## src/rtl/seq_divider_pkg.sv

```systemverilog
// Shared definitions for the sequential restoring divider: FSM state encoding
// and the default operand width.
package seq_divider_pkg;

    typedef enum logic [2:0] {
        IDLE  = 3'd0,
        LOAD  = 3'd1,
        SHIFT = 3'd2,
        SUB   = 3'd3,
        DONE  = 3'd4
    } state_t;

    localparam int DIV_N = 8;

endpackage

```

## src/rtl/seq_divider_ctrl.sv

```systemverilog
// Control FSM for the restoring divider. It sequences LOAD, SHIFT/SUB pairs and
// DONE, and emits the strobes that steer the datapath held in seq_divider.
module seq_divider_ctrl
    import seq_divider_pkg::*;
(
    input  logic clk,
    input  logic rst_n,
    input  logic start,
    input  logic eqz,
    input  logic tneg,
    input  logic cnt_last,
    output logic load_en,
    output logic zero_wr,
    output logic shift_en,
    output logic sub_en,
    output logic a_wr,
    output logic res_wr,
    output logic busy,
    output logic done
);

    state_t state;

    always_ff @(posedge clk or negedge rst_n) begin
        if (!rst_n) begin
            state <= IDLE;
            busy  <= 1'b0;
            done  <= 1'b0;
        end else begin
            done <= 1'b0;
            case (state)
                IDLE: begin
                    if (start) begin
                        state <= LOAD;
                        busy  <= 1'b1;
                    end
                end
                LOAD: begin
                    if (eqz) begin
                        state <= DONE;
                        busy  <= 1'b0;
                        done  <= 1'b1;
                    end else begin
                        state <= SHIFT;
                    end
                end
                SHIFT: state <= SUB;
                SUB: begin
                    if (cnt_last) begin
                        state <= DONE;
                        busy  <= 1'b0;
                        done  <= 1'b1;
                    end else begin
                        state <= SHIFT;
                    end
                end
                DONE:    state <= IDLE;
                default: state <= IDLE;
            endcase
        end
    end

    // Strobes act on the edge that leaves the current state.
    assign load_en  = (state == IDLE) && start;
    assign zero_wr  = (state == LOAD) && eqz;
    assign shift_en = (state == SHIFT);
    assign sub_en   = (state == SUB);
    assign a_wr     = (state == SUB) && !tneg;
    assign res_wr   = (state == SUB) && cnt_last;

endmodule

```

## src/rtl/seq_divider.sv

```systemverilog
// Sequential unsigned restoring divider: one quotient bit per SHIFT/SUB pair,
// N iterations, with a divide-by-zero shortcut straight from LOAD to DONE.
module seq_divider
    import seq_divider_pkg::*;
#(
    parameter int N = DIV_N
) (
    input  logic         clk,
    input  logic         rst_n,
    input  logic         start,
    input  logic [N-1:0] dividend,
    input  logic [N-1:0] divisor,
    output logic [N-1:0] quotient,
    output logic [N-1:0] remainder,
    output logic         busy,
    output logic         done,
    output logic         div_by_zero
);

    localparam int CNT_W = $clog2(N + 1);

    logic [N:0]       a;
    logic [N-1:0]     q;
    logic [N-1:0]     m;
    logic [CNT_W-1:0] cnt;
    logic [N:0]       t;
    logic             tneg;
    logic             eqz;
    logic             cnt_last;
    logic             load_en;
    logic             zero_wr;
    logic             shift_en;
    logic             sub_en;
    logic             a_wr;
    logic             res_wr;

    assign t        = a - {1'b0, m};
    assign tneg     = t[N];
    assign eqz      = (m == '0);
    assign cnt_last = (cnt == CNT_W'(1));

    seq_divider_ctrl u_ctrl (
        .clk      (clk),
        .rst_n    (rst_n),
        .start    (start),
        .eqz      (eqz),
        .tneg     (tneg),
        .cnt_last (cnt_last),
        .load_en  (load_en),
        .zero_wr  (zero_wr),
        .shift_en (shift_en),
        .sub_en   (sub_en),
        .a_wr     (a_wr),
        .res_wr   (res_wr),
        .busy     (busy),
        .done     (done)
    );

    // Operands are captured on the start edge so later input changes are ignored.
    always_ff @(posedge clk or negedge rst_n) begin
        if (!rst_n) begin
            a   <= '0;
            q   <= '0;
            m   <= '0;
            cnt <= '0;
        end else if (load_en) begin
            a   <= '0;
            q   <= dividend;
            m   <= divisor;
            cnt <= CNT_W'(N);
        end else if (shift_en) begin
            {a, q} <= {a[N-1:0], q, 1'b0};
        end else if (sub_en) begin
            cnt  <= cnt - CNT_W'(1);
            q[0] <= !tneg;
            if (a_wr) begin
                a <= t;
            end
        end
    end

    // On the final SUB the last quotient bit and restored remainder are
    // folded in directly, so the results are valid in the DONE cycle.
    always_ff @(posedge clk or negedge rst_n) begin
        if (!rst_n) begin
            quotient    <= '0;
            remainder   <= '0;
            div_by_zero <= 1'b0;
        end else if (zero_wr) begin
            quotient    <= '1;
            remainder   <= q;
            div_by_zero <= 1'b1;
        end else if (res_wr) begin
            quotient    <= {q[N-1:1], !tneg};
            remainder   <= tneg ? a[N-1:0] : t[N-1:0];
            div_by_zero <= 1'b0;
        end
    end

endmodule

```

## config.mk

```make
export PLATFORM = sky130hd
export DESIGN_NAME = seq_divider
export DESIGN_NICKNAME = d
export VERILOG_FILES = /design/src/rtl/seq_divider_pkg.sv /design/src/rtl/seq_divider_ctrl.sv /design/src/rtl/seq_divider.sv
export SDC_FILE = /design/constraint.sdc
export NUM_CORES = 1
export LEC_CHECK = 0
export BUFFER_PORTS_ARGS = -buffer_cell sky130_fd_sc_hd__buf_4
export CAP_MARGIN = 10
export CORE_MARGIN = 4
export CORE_UTILIZATION = 52
export CTS_BUF_LIST = sky130_fd_sc_hd__clkbuf_16
export DETAILED_ROUTE_END_ITERATION = 8
export GPL_TIMING_DRIVEN = 0
export HOLD_SLACK_MARGIN = 0.1
export PLACE_DENSITY_LB_ADDON = 0.1
export RECOVER_POWER = 25
export SYNTH_ARGS = -nofsm -noshare
export SYNTH_HDL_FRONTEND = slang
export SYNTH_SLANG_ARGS = --single-unit
```

## constraint.sdc

```tcl
create_clock -name clk -period 2.3 [get_ports clk]
set_input_delay 0.46 -clock clk [delete_from_list [all_inputs] [get_ports clk]]
set_output_delay 0.46 -clock clk [all_outputs]
set_load 0.01 [all_outputs]
```

==> results, run 1 <==
- The flow ran to the end, but the final reports show violations.
- The final reports fail on setup timing.
- After clock tree synthesis, the clock-pin slew on the worst setup and hold paths is 70 ps.
- Setup repair after global routing could not meet its margin everywhere.
- The register area is 0.001277 sq mm.
- The share of the yosys chip area belonging to registers is 0.4446.
- The number of vias per cell is 6.056.
- The final count of hold timing violations came to 0.
- After legalization and detailed placement, the total HPWL measured 5278 um.
- The synthesized netlist net count is 330.
- The clock tree from TritonCTS is done.
- The cell depth of the worst flop-to-flop path is 13.
- At the placement stage, the worst setup path has a slack of -345.7 ps.
- The tree built by TritonCTS fans out to 51 sinks.
- The maximum fanout along the worst path is 5.
- In the synthesized netlist the dominant register cell turns out to be sky130_fd_sc_hd__dfrtp_1.
- The first routing iteration left 223 violations.
- Counting the fill cells in the layout gives 375.
- The maximum level of the CTS H-tree is 2.
- TritonCTS created 5 clock buffers.
- Across every metal layer, demand over resource in global routing totals 0.2498.
- The post-route minimum period is 2573 ps.
- The post-route worst setup slack is -272.9 ps.
- The fmax is 388.7 MHz.
- The net total in the final layout is 390.
- After detailed routing, the total wire length is 8011 um.
- The count of vias placed by the detailed router is 2,610.
- The launching element type of the critical path is a flop.
- The combined area of the multi-input logic cells is 0.001613 sq mm.
- In this run, synthesis inferred 0 flip-flops with an integrated enable.
- The transition time of the tightest slew-check pin is 1280 ps.
- Between clock sinks in the finished design, the worst skew comes to 6.514 ps.
- The peak-usage layer in the global routing report is met2.
- The clock passes through at most 2 buffers.
- The met2 track demand over resource in global routing is 0.3750.
- Buffers inserted to repair hold after CTS numbered 0.
- The setup-violating endpoint count in the final report is 19.
- In this run the tightest slew margin relative to its limit is 0.1464.
- The end of the worst register-to-register path is remainder[1]$_DFFE_PN0P_.
- The synthesis-stage register bit count is 51.
- For flop-to-flop paths, the worst setup slack is -270 ps.
- The number of routed nets with antenna violations is 0.
- From bottom edge to top edge, the die measures 82.30 um.
- The fraction of layout cells with a size suffix above 1 is 0.2853.
- In the global route stage, met3 resource usage came out at 0.04772.
- Max-cap violations in this run came to 0.
- The launching element of the worst setup path is a[0]$_DFFE_PN0P_.
- The data required time at the worst endpoint is 2460 ps.
- After synthesis, the mean cell area works out to 9.568 sq um.
- The remaining design rule violation count is 0.
- The synthesized netlist cell count is 300.
- The pin count of the biggest net entering global routing is 52.
- The final worst-path cycle share is 1.119.
- Among all stages on the critical path, the largest delay is contributed by sky130_fd_sc_hd__dfrtp_1.
- The die is 82.30 um wide.
- The launch point of the worst hold path is divisor[0].
- The count of pins over their slew limit was 0.
- The worst setup path is captured at a flop.
- The cell type with the highest occurrence count on the critical path is sky130_fd_sc_hd__buf_6.
- From synthesis to final layout, the design area changed by 30.25%.
- 38 I/O pins were placed.
- The post-synthesis async set-or-reset flop share is 1.000.
- The tightest min-delay check is of the in -> reg type.
- The diode insertion count for antenna repair is 0.
- Traced cell by cell, the critical path runs through inv_2, ha_4, inv_2, fa_2, a211oi_4, buf_4, buf_6, o211a_1, a221o_2, buf_6, buf_6, mux2i_2, o21ai_1.
- By area the synthesized netlist is led by sky130_fd_sc_hd__dfrtp_1 44%, sky130_fd_sc_hd__ha_1 4.4%, sky130_fd_sc_hd__o21ai_0 4.4%, sky130_fd_sc_hd__nand2_1 3.9%, sky130_fd_sc_hd__mux2i_1 3.1%.
- The core region area is 0.005238 sq mm.
- The total congestion overflow is 0.
- The die covers 0.006772 sq mm.
- STA puts the critical path data arrival time at 2740 ps.
- The cell count of the worst hold path is 3.
- The post-detailed-route wirelength per cell is 18.59 um.
- The effective utilization at floorplan is 0.5480.
- During synthesis, Yosys emitted a total of 0 warnings.
- The first global-routing pass estimated 12,560 um of wire.
- The clock latency on the worst-skew pair is 290 ps.
- The share of the synthesized area in the top cell type is 0.4446.
- The count of port buffers added during placement is 37.
- For met1 alone, demand over resource in global routing was 0.3423.
- The critical path class is reg -> reg.
- The root buffer cell chosen for the clock tree is sky130_fd_sc_hd__clkbuf_16.
- Yosys mapped the design onto 55 distinct sky130hd cell types.
- The number of global-route vias before repair is 2,460.
- The path with the worst hold slack has its endpoint at m[0]$_DFFE_PN0P_.
- The initial antenna violation count is 0.
- The reg-to-reg startpoint is a[0]$_DFFE_PN0P_.
- The cell area after synthesis is 0.002870 sq mm.
- The synthesized design spends more area on one cell type than any other, namely sky130_fd_sc_hd__dfrtp_1.
- The number of cell rows is 26.
- The largest single stage delay on the critical path is 410 ps.
- For this run, the detailed router's first-pass iteration total came to 5.
- At the end of routability-driven placement, the weighted congestion stood at 0.8596.
registers in the layout (all words and copies together), names as in the netlist:
register,cells
a,9
cnt,4
div_by_zero,1
m,8
q,8
quotient,8
remainder,8
u_ctrl.busy,1
u_ctrl.done,1
u_ctrl.state,3
cells in the mapped netlist (all sizes together) (8+ instances only):
library cell  number
nand2             30
inv               18
nor2b              8
clkbuf            12
mux2i              9
nand3              9
o21ai             26
a22oi              9
dfrtp             51
ha                10
a21oi             13
nor2              16
critical path, delay by kind of cell, from the launching register on:
kind            cells  cell delay (ps)
mux                 1              230
compound gates      4              690
flops               1              410
fa+ha+maj           2              490
buf+inv             6              630
per-layer routing:
layer	vias up	routed length (um)	share of wire
met4	0	170	0.021
met2	98	3895	0.49
met3	17	527	0.066
li1	1215	-	-
met1	1280	3417	0.43
met5	-	0	0
cell usage in the layout (no fill, tap or decap), drive strengths merged, types with 2 or more instances in the layout:
master   Yosys  routed
o21ai       26      26
mux2i        9       9
nor2b        8       8
a22oi        9       9
dfrtp       51      51
mux2         2       2
xor2         3       3
a311o        2       2
and3         6       6
nand2b       4       4
a221o        2       2
inv         18      20
a31oi        7       7
nor3         2       2
ha          10      10
nand2       30      30
a21boi       2       2
a211oi       5       5
nor3b        3       3
nor2        16      16
o211ai       3       3
o32ai        2       2
or3b         2       2
a2111oi      2       2
buf          5      57
xnor2        3       3
a21oi       13      13
or2          2       2
o22a         7       7
a311oi       2       2
o21a         2       2
a21o         3       3
clkbuf      12      18
nand3        9       9
nor4         4       4
cell families (layout without fill, tap and decap cells):
| kind of cell | Yosys count | in the layout | share of synthesized area |
|---|---|---|---|
| adder cells (fa/ha/maj) | 11 | 11 | 0.05057 |
| AO/OA/AOI/OAI | 96 | 96 | 0.2380 |
| AND/OR/NAND/NOR | 90 | 90 | 0.1591 |
| multiplexers | 11 | 11 | 0.03923 |
| flip-flops | 51 | 51 | 0.4446 |
| buffers and inverters | 35 | 96 | 0.05013 |
| XOR/XNOR | 6 | 6 | 0.01831 |
metrics by stage:
step	hold WS (ps)	area, sq um	cells	util	setup TNS [ps]
after floorplan	164.4	2885	300	-	-387.0
after CTS	221.4	3586	424	0.6847	-2790
final	354.2	3739	431	0.7138	-3986
after detailed placement	466.1	3251	407	0.6206	-4105
after global placement	466.9	3251	407	0.6206	-3840
after global routing	375.7	3739	431	0.7138	-6217
layout make-up:
cell class              instances  area share
plain buffers                  16     0.01908
clock buffers                   5     0.03347
clock inverters                 3     0.01138
inverters                      18     0.01807
multi-input cells             214      0.4314
flip-flops and latches         51      0.3417
well taps                      70     0.02343
repair buffers                 54      0.1215
worst max path at each step:
stage	depth (start not counted)	slack, ps	to
after floorplan	10	-130	remainder[0]$_DFFE_PN0P_
after global placement	10	-340	remainder[0]$_DFFE_PN0P_
after detailed placement	10	-350	remainder[0]$_DFFE_PN0P_
after CTS	10	-230	remainder[0]$_DFFE_PN0P_
after global routing	13	-400	remainder[1]$_DFFE_PN0P_
final	13	-270	remainder[1]$_DFFE_PN0P_
repair_timing:
item,4_1_cts,5_1_grt
pin swaps,9,6
cloned,2,0
endpoints found under the setup margin,19,26
hold endpoints to repair,0,0
resized for setup,24,21
setup buffers,7,8
Power of run 1 is left out: the tool's default activity adds up to more than one toggle a clock period on the data nets, which glitch-free logic cannot reach.
==> run 2, diff against run 1 <==
CORE_UTILIZATION = 30   (was 52)
==> results, run 2 (synthesis gave the netlist of run 1 again) <==
- The flow ran to the end, but the final reports show violations.
- The checks that failed: setup timing.
- The effective utilization at floorplan is 0.3092.
- Of all nets on the critical path, the largest fanout is 6.
- The transition time of the tightest slew-check pin is 1315 ps.
- The final worst hold slack is 359.9 ps.
- The core region area is 0.009284 sq mm.
- The later pin in the worst-skew pair is clocked with a latency of 290 ps.
- The count of pins over their slew limit is 0.
- Clock tree synthesis inserted a total of 5 buffers.
- The first global-routing pass estimated 13,140 um of wire.
- Summed over all cells, the static leakage comes to 1.603 nW.
- The DRC violation total after the first TritonRoute iteration is 129.
- The highest ir drop seen on vdd is 0.7274 mV.
- Among cell families on the critical path, the largest total delay comes from compound AO/OA/AOI/OAI gates.
- Setup repair after global routing could not meet its margin everywhere.
- The count of filler cells inserted in the layout is 981.
- Following the worst setup path forward leads to its endpoint at remainder[0]$_DFFE_PN0P_.
- The number of global-route vias before repair is 2,343.
- The data arrival at the endpoint of the critical path is 2710 ps.
- The count of hold-fix buffers inserted at cts is 0.
- CTS built an H-tree with a depth of 2.
- For the worst flop-to-flop path, the logic depth is 10.
- The critical path capture point type is a flop.
- The area growth from synthesis to layout is 25.28%.
- Measured against its own limit, the worst slew margin works out to 0.1232.
- The setup slack of the worst register-to-register path is -230 ps.
- In the layout the commonest cells are 51 x sky130_fd_sc_hd__dfrtp_1, 43 x sky130_fd_sc_hd__buf_4, 30 x sky130_fd_sc_hd__nand2_1, 24 x sky130_fd_sc_hd__o21ai_0.
- The post-layout total power is 6.746 mW.
- For this run, design rule violations remaining after detail routing come to 0.
- TritonCTS built the clock tree.
- The data required time at the worst endpoint is 2480 ps.
- The clock transition time at the flip-flop clock pins of the worst setup and hold paths is 70 ps.
- No sink is reached through more buffers than the 2 on the longest clock path.
- The areal power density over the cells is 1876 mW/mm^2.
- The setup path with the least slack is of type reg -> reg.
- In this run the number of cells on the critical path is 10.
- The count of port buffers added during placement is 37.
- Row generation in the floorplan step produced 35 rows.
- The startpoint identified for the worst register-to-register timing path is a[0]$_DFFE_PN0P_.
- The fraction of layout cells with a size suffix above 1 is 0.2244.
- The post-route minimum period is 2531 ps.
- The end of the worst register-to-register path is remainder[0]$_DFFE_PN0P_.
- The number of routed nets with antenna violations is 0.
- The clock sink count is 51.
- Setup violations remaining at the end of the flow were counted as 17.
- The register with the most flip-flops in the layout has 9 of them.
- In this run the worst hold path is classified as in -> reg.
- The diode insertion count for antenna repair is 0.
- The leading cell type in the layout, fill and taps excluded is sky130_fd_sc_hd__dfrtp_1.
- The net total in the final layout is 382.
- The critical path goes through inv_2, ha_4, inv_2, fa_2, a211oi_4, o211ai_1, a221o_1, buf_6, mux2i_1, a221o_1.
- The slowest stage of the critical path belongs to the cell sky130_fd_sc_hd__a221o_1.
- The number of detailed-route iterations in the first pass is 4.
- In this design, the stage delay of the slowest critical-path cell is 420 ps.
- The die is 105.8 um wide.
- The count of vias placed by the detailed router is 2,456.
- The estimated wirelength of the detail-placed design is 5900 um.
- The tool flagged a number of max-cap violations equal to 0.
- The pre-CTS setup slack is -404.7 ps.
- Entering global routing, the biggest net connects 52 pins.
- Setup slack on the critical path of the routed design comes to -230.6 ps.
- Counting both buffers and inverters, the worst setup path holds a total of 3.
- The final worst-path cycle share is 1.100.
- For this run, the share of the core covered by cells in the final layout is 0.3873.
- For this block, the routed nets add up to 8124 um of wire.
- The die covers 0.01120 sq mm.
- The die is 105.8 um tall.
- The initial antenna violation count is 0.
- The cell at the root of the clock tree is sky130_fd_sc_hd__clkbuf_16.
- After detailed routing, the average wire length per cell comes to 16.89 um.
- The number of vias per cell is 5.106.
- The congestion estimate from routability-driven global placement came to 0.8493.
- Based on the critical path, the design can be clocked at up to 395.2 MHz.
- In the global route stage, overall resource usage came out at 0.1490.
- The total congestion overflow is 0.
- The worst setup path is launched from a flop.
- The critical path starts at a[0]$_DFFE_PN0P_.
- The register name with the most flops is a.
- Clock skew on the completed layout was measured at 8.202 ps.
- The count of pins on the block boundary is 38.
- The final count of hold timing violations is 0.
-- run 2: final cells by class --
type,count,area [sq um],area share
clock inverter,2,37.54,0.01044
tap,129,161.4,0.04489
buffer,17,78.83,0.02192
timing repair buffer,45,347.8,0.09673
multi-input combinational,214,1501,0.4175
inverter,18,67.56,0.01879
sequential,51,1276,0.3549
clock buffer,5,125.1,0.03479
-- run 2: worst min path at each step --
stage | depth (start not counted) | slack (ps) | end | from
after detailed placement | 2 | 480 | div_by_zero$_DFFE_PN0P_ | div_by_zero$_DFFE_PN0P_
after CTS | 1 | 240 | u_ctrl.done$_DFF_PN0_ | rst_n
after global placement | 2 | 470 | div_by_zero$_DFFE_PN0P_ | div_by_zero$_DFFE_PN0P_
after global routing | 3 | 380 | m[0]$_DFFE_PN0P_ | divisor[0]
final | 3 | 360 | m[0]$_DFFE_PN0P_ | divisor[0]
after floorplan | 0 | 160 | a[0]$_DFFE_PN0P_ | rst_n
-- run 2: per-stage QoR --
stage / setup TNS, ps / std cells / instance area (sq um)
after global routing: -4746 / 481 / 3596
final: -2663 / 481 / 3596
after CTS: -2694 / 478 / 3555
after detailed placement: -5210 / 466 / 3324
after floorplan: -387.0 / 300 / 2885
after global placement: -5112 / 466 / 3324
-- run 2: routing by layer --
metal	GRT usage	vias up	routed length, um
li1	-	1193	-
met2	0.2309	50	3597
met1	0.2156	1206	4174
met4	0.03793	0	101
met5	0	-	0
met3	0.02511	7	252
-- run 2: worst register-to-register path, stage by stage (launching register included) --
cell and delay, ps:
sky130_fd_sc_hd__dfrtp_1 390, sky130_fd_sc_hd__inv_2 80, sky130_fd_sc_hd__ha_4 130, sky130_fd_sc_hd__inv_2 30, sky130_fd_sc_hd__fa_2 360, sky130_fd_sc_hd__a211oi_4 280, sky130_fd_sc_hd__o211ai_1 120, sky130_fd_sc_hd__a221o_1 420
sky130_fd_sc_hd__buf_6 180, sky130_fd_sc_hd__mux2i_1 150, sky130_fd_sc_hd__a221o_1 300
-- run 2: where the power goes --
group | total [mW] | internal [mW] | switching [mW]
clock | 0.848 | 0.508 | 0.340
sequential | 1.71 | 1.32 | 0.389
combinational | 4.18 | 1.94 | 2.24
total | 6.75 | 3.78 | 2.97
-- run 2: timing repair --
item,in CTS,in global routing
setup endpoints to repair,19,26
gates resized for setup,5,5
buffers inserted,5,3
pin swaps,4,0
Note: power is estimated with default switching activity, not from simulation.
==> run 3, diff against run 2 <==
CORE_UTILIZATION = 41   (was 30)
==> results, run 3 (synthesis gave the netlist of run 1 again) <==
- In this run the count of I/O pins placed on the die edge is 38.
- The final cell utilization of the core is 0.5359.
- The detailed router placed 2,476 vias in this run.
- The final count of hold timing violations is 0.
- The post-detailed-route wirelength per cell is 16.99 um.
- The final reports fail on setup timing.
- Entering global routing, the biggest net connects 52 pins.
- The combined area of the multi-input logic cells is 0.001534 sq mm.
- The congestion estimate from routability-driven global placement came to 0.8047.
- For this design, the CTS-stage hold fixing added 0 buffers.
- The H-tree was split into 2 levels.
- The data arrival at the endpoint of the critical path is 2710 ps.
- Based on the critical path, the design can be clocked at up to 395.0 MHz.
- The register name with the most flops is a.
- After the first detailed-routing iteration, the DRC count stood at 110.
- The estimated wirelength of the detail-placed design is 5390 um.
- The routed wire length is 7732 um.
- The setup-violating endpoint count in the final report is 17.
- Leaving out fill and tap cells, the most frequent cell in the layout is sky130_fd_sc_hd__dfrtp_1.
- The cell leakage power is 1.639 nW.
- Final hold analysis gives a worst-case slack of 361.6 ps.
- The repair_antennas step left the layout with diodes totalling 0.
- The number of routed nets with antenna violations is 0.
- The fraction of layout cells with a size suffix above 1 is 0.2563.
- Setup repair after global routing could not meet its margin everywhere.
- The first TritonRoute pass finished after 4 iterations.
- The area growth from synthesis to layout is 26.85%.
- The cell count of the worst hold path is 3.
- The net total in the final layout is 389.
- Headroom to the max-slew limit came out at 0.1360.
- The die covers 0.008403 sq mm.
- Summed over all layers, the global routing overflow is 0.
- Max-cap violations in this run came to 0.
- The width of the die is 91.67 um.
- The data required time at the worst endpoint is 2470 ps.
- In the final layout, flip-flops and latches occupy 0.001276 sq mm.
- In this run the power density over the cells is 1964 mW/mm^2.
- The class of the worst hold path is in -> reg.
- The number of clock buffers added by TritonCTS is 5.
- The core region area is 0.006794 sq mm.
- Using the TritonRoute via totals, the vias-per-cell ratio works out to 5.442.
- In the routed design, unresolved DRC markers number 0.
- The placed cell area is 0.003283 sq mm.
- Summing all non-filler instances in the final layout gives an area of 0.003641 sq mm.
- The final worst-path cycle share is 1.101.
- In this run the tool buffered the top-level ports with 37 buffer cells.
- The maximum fanout along the worst path is 6.
- The effective utilization at floorplan is 0.4225.
- The cell at the root of the clock tree is sky130_fd_sc_hd__clkbuf_16.
- The flip-flop count of the largest register, all copies and words added is 9.
- The layout has 612 filler cells.
- The final clock skew is 7.899 ps.
- The number of global-route vias before repair is 2,474.
- The maximum buffer depth of the clock tree is 2.
- The first global-routing pass estimated 12,700 um of wire.
- The tree built by TritonCTS fans out to 51 sinks.
- The die height is 91.67 um.
- After clock tree synthesis, the clock-pin slew on the worst setup and hold paths is 70 ps.
- Across the VDD grid, the largest voltage drop is 0.8589 mV.
- The number of cell rows is 30.
- The worst register-to-register path has a depth of 10.
- The initial antenna violation count came to 0.
- For the pin with the worst max-slew slack, the measured transition is 1296 ps.
- Setup slack on the critical path of the routed design comes to -231.9 ps.
- The critical path capture point type is a flop.
- The flow ran to the end, but the final reports show violations.
- In the global route stage, overall resource usage came out at 0.1904.
- The clock tree from TritonCTS is done.
- The launching element type of the critical path is a flop.
- The critical path class is reg -> reg.
- The count of pins over their slew limit is 0.
- For the worst-skew pair, the clock arrives at the later sink with an insertion delay of 290 ps.
- Leaving out fill and tap cells, the most frequent cells in the layout are 51 x sky130_fd_sc_hd__dfrtp_1, 49 x sky130_fd_sc_hd__buf_4, 30 x sky130_fd_sc_hd__nand2_1, 21 x sky130_fd_sc_hd__o21ai_0, 16 x sky130_fd_sc_hd__inv_1.
- The post-route minimum period is 2532 ps.
-- run 3: cell types whose count changed in the layout (fill, tap and decap cells not counted), moves of 2 or more --
cell	before	now
sky130_fd_sc_hd__o21ai_1	2	5
sky130_fd_sc_hd__o21ai_0	24	21
sky130_fd_sc_hd__o32ai_2	0	2
sky130_fd_sc_hd__mux2i_2	3	5
sky130_fd_sc_hd__buf_4	43	49
sky130_fd_sc_hd__o32ai_1	2	0
sky130_fd_sc_hd__mux2i_1	6	4
-- run 3: critical path, cell delays in order, from the launching register on --
cell and delay [ps]:
sky130_fd_sc_hd__dfrtp_1 400, sky130_fd_sc_hd__inv_2 90, sky130_fd_sc_hd__ha_4 140, sky130_fd_sc_hd__inv_2 30, sky130_fd_sc_hd__fa_2 360, sky130_fd_sc_hd__a211oi_4 250
sky130_fd_sc_hd__o211ai_1 110, sky130_fd_sc_hd__a221o_2 430, sky130_fd_sc_hd__buf_6 160, sky130_fd_sc_hd__mux2i_2 160, sky130_fd_sc_hd__a221o_1 290
-- run 3: per-stage QoR --
stage          cells  setup slack, ps  power, mW  TNS [ps]
3_5_place_dp     433           -415.0      5.385     -5216
2_1_floorplan    300           -132.3      4.333    -387.0
3_3_place_gp     433           -366.5      5.337     -4464
6_report         455           -231.9      7.152     -3206
5_1_grt          455           -302.9      7.704     -4497
4_1_cts          452           -200.8      6.934     -2504
-- run 3: timing repair --
item / in CTS / in global routing
resized for setup: 15 / 6
pin swaps: 8 / 1
gates cloned: 1 / 0
setup endpoints to repair: 19 / 25
setup buffers: 11 / 3
-- run 3: routing by layer --
layer,global-route usage,wire (um),vias to the layer above,part of all wire
li1,-,-,1203,-
met1,0.2559,3579,1206,0.46
met2,0.3110,3702,56,0.48
met3,0.03527,309,11,0.040
met4,0.05905,140,0,0.018
met5,0,0,-,0
-- run 3: cell type report --
class	count	area share
Sequential cell	51	0.3505
Clock buffer	5	0.03436
Clock inverter	2	0.01031
Multi-Input combinational cell	214	0.4213
Inverter	18	0.01856
Buffer	17	0.02268
Timing Repair Buffer	52	0.1093
Tap cell	96	0.03299
-- run 3: power breakdown --
part           switching, mW  total [mW]  leakage [nW]  internal [mW]
sequential             0.396        1.72         0.632           1.32
combinational           2.38        4.58         0.931           2.20
clock                  0.339       0.847        0.0759          0.508
-- run 3: path summary, 6_finish.rpt --
check | startpoint | slack (ps) | endpoint
max | a[0]$_DFFE_PN0P_ | -230 | remainder[0]$_DFFE_PN0P_
min | divisor[0] | 360 | m[0]$_DFFE_PN0P_
max reg2reg | a[0]$_DFFE_PN0P_ | -230 | remainder[0]$_DFFE_PN0P_
min reg2reg | div_by_zero$_DFFE_PN0P_ | 480 | div_by_zero$_DFFE_PN0P_
max in group asynchronous | rst_n | 1070 | m[4]$_DFFE_PN0P_
min in group asynchronous | rst_n | 450 | u_ctrl.done$_DFF_PN0_
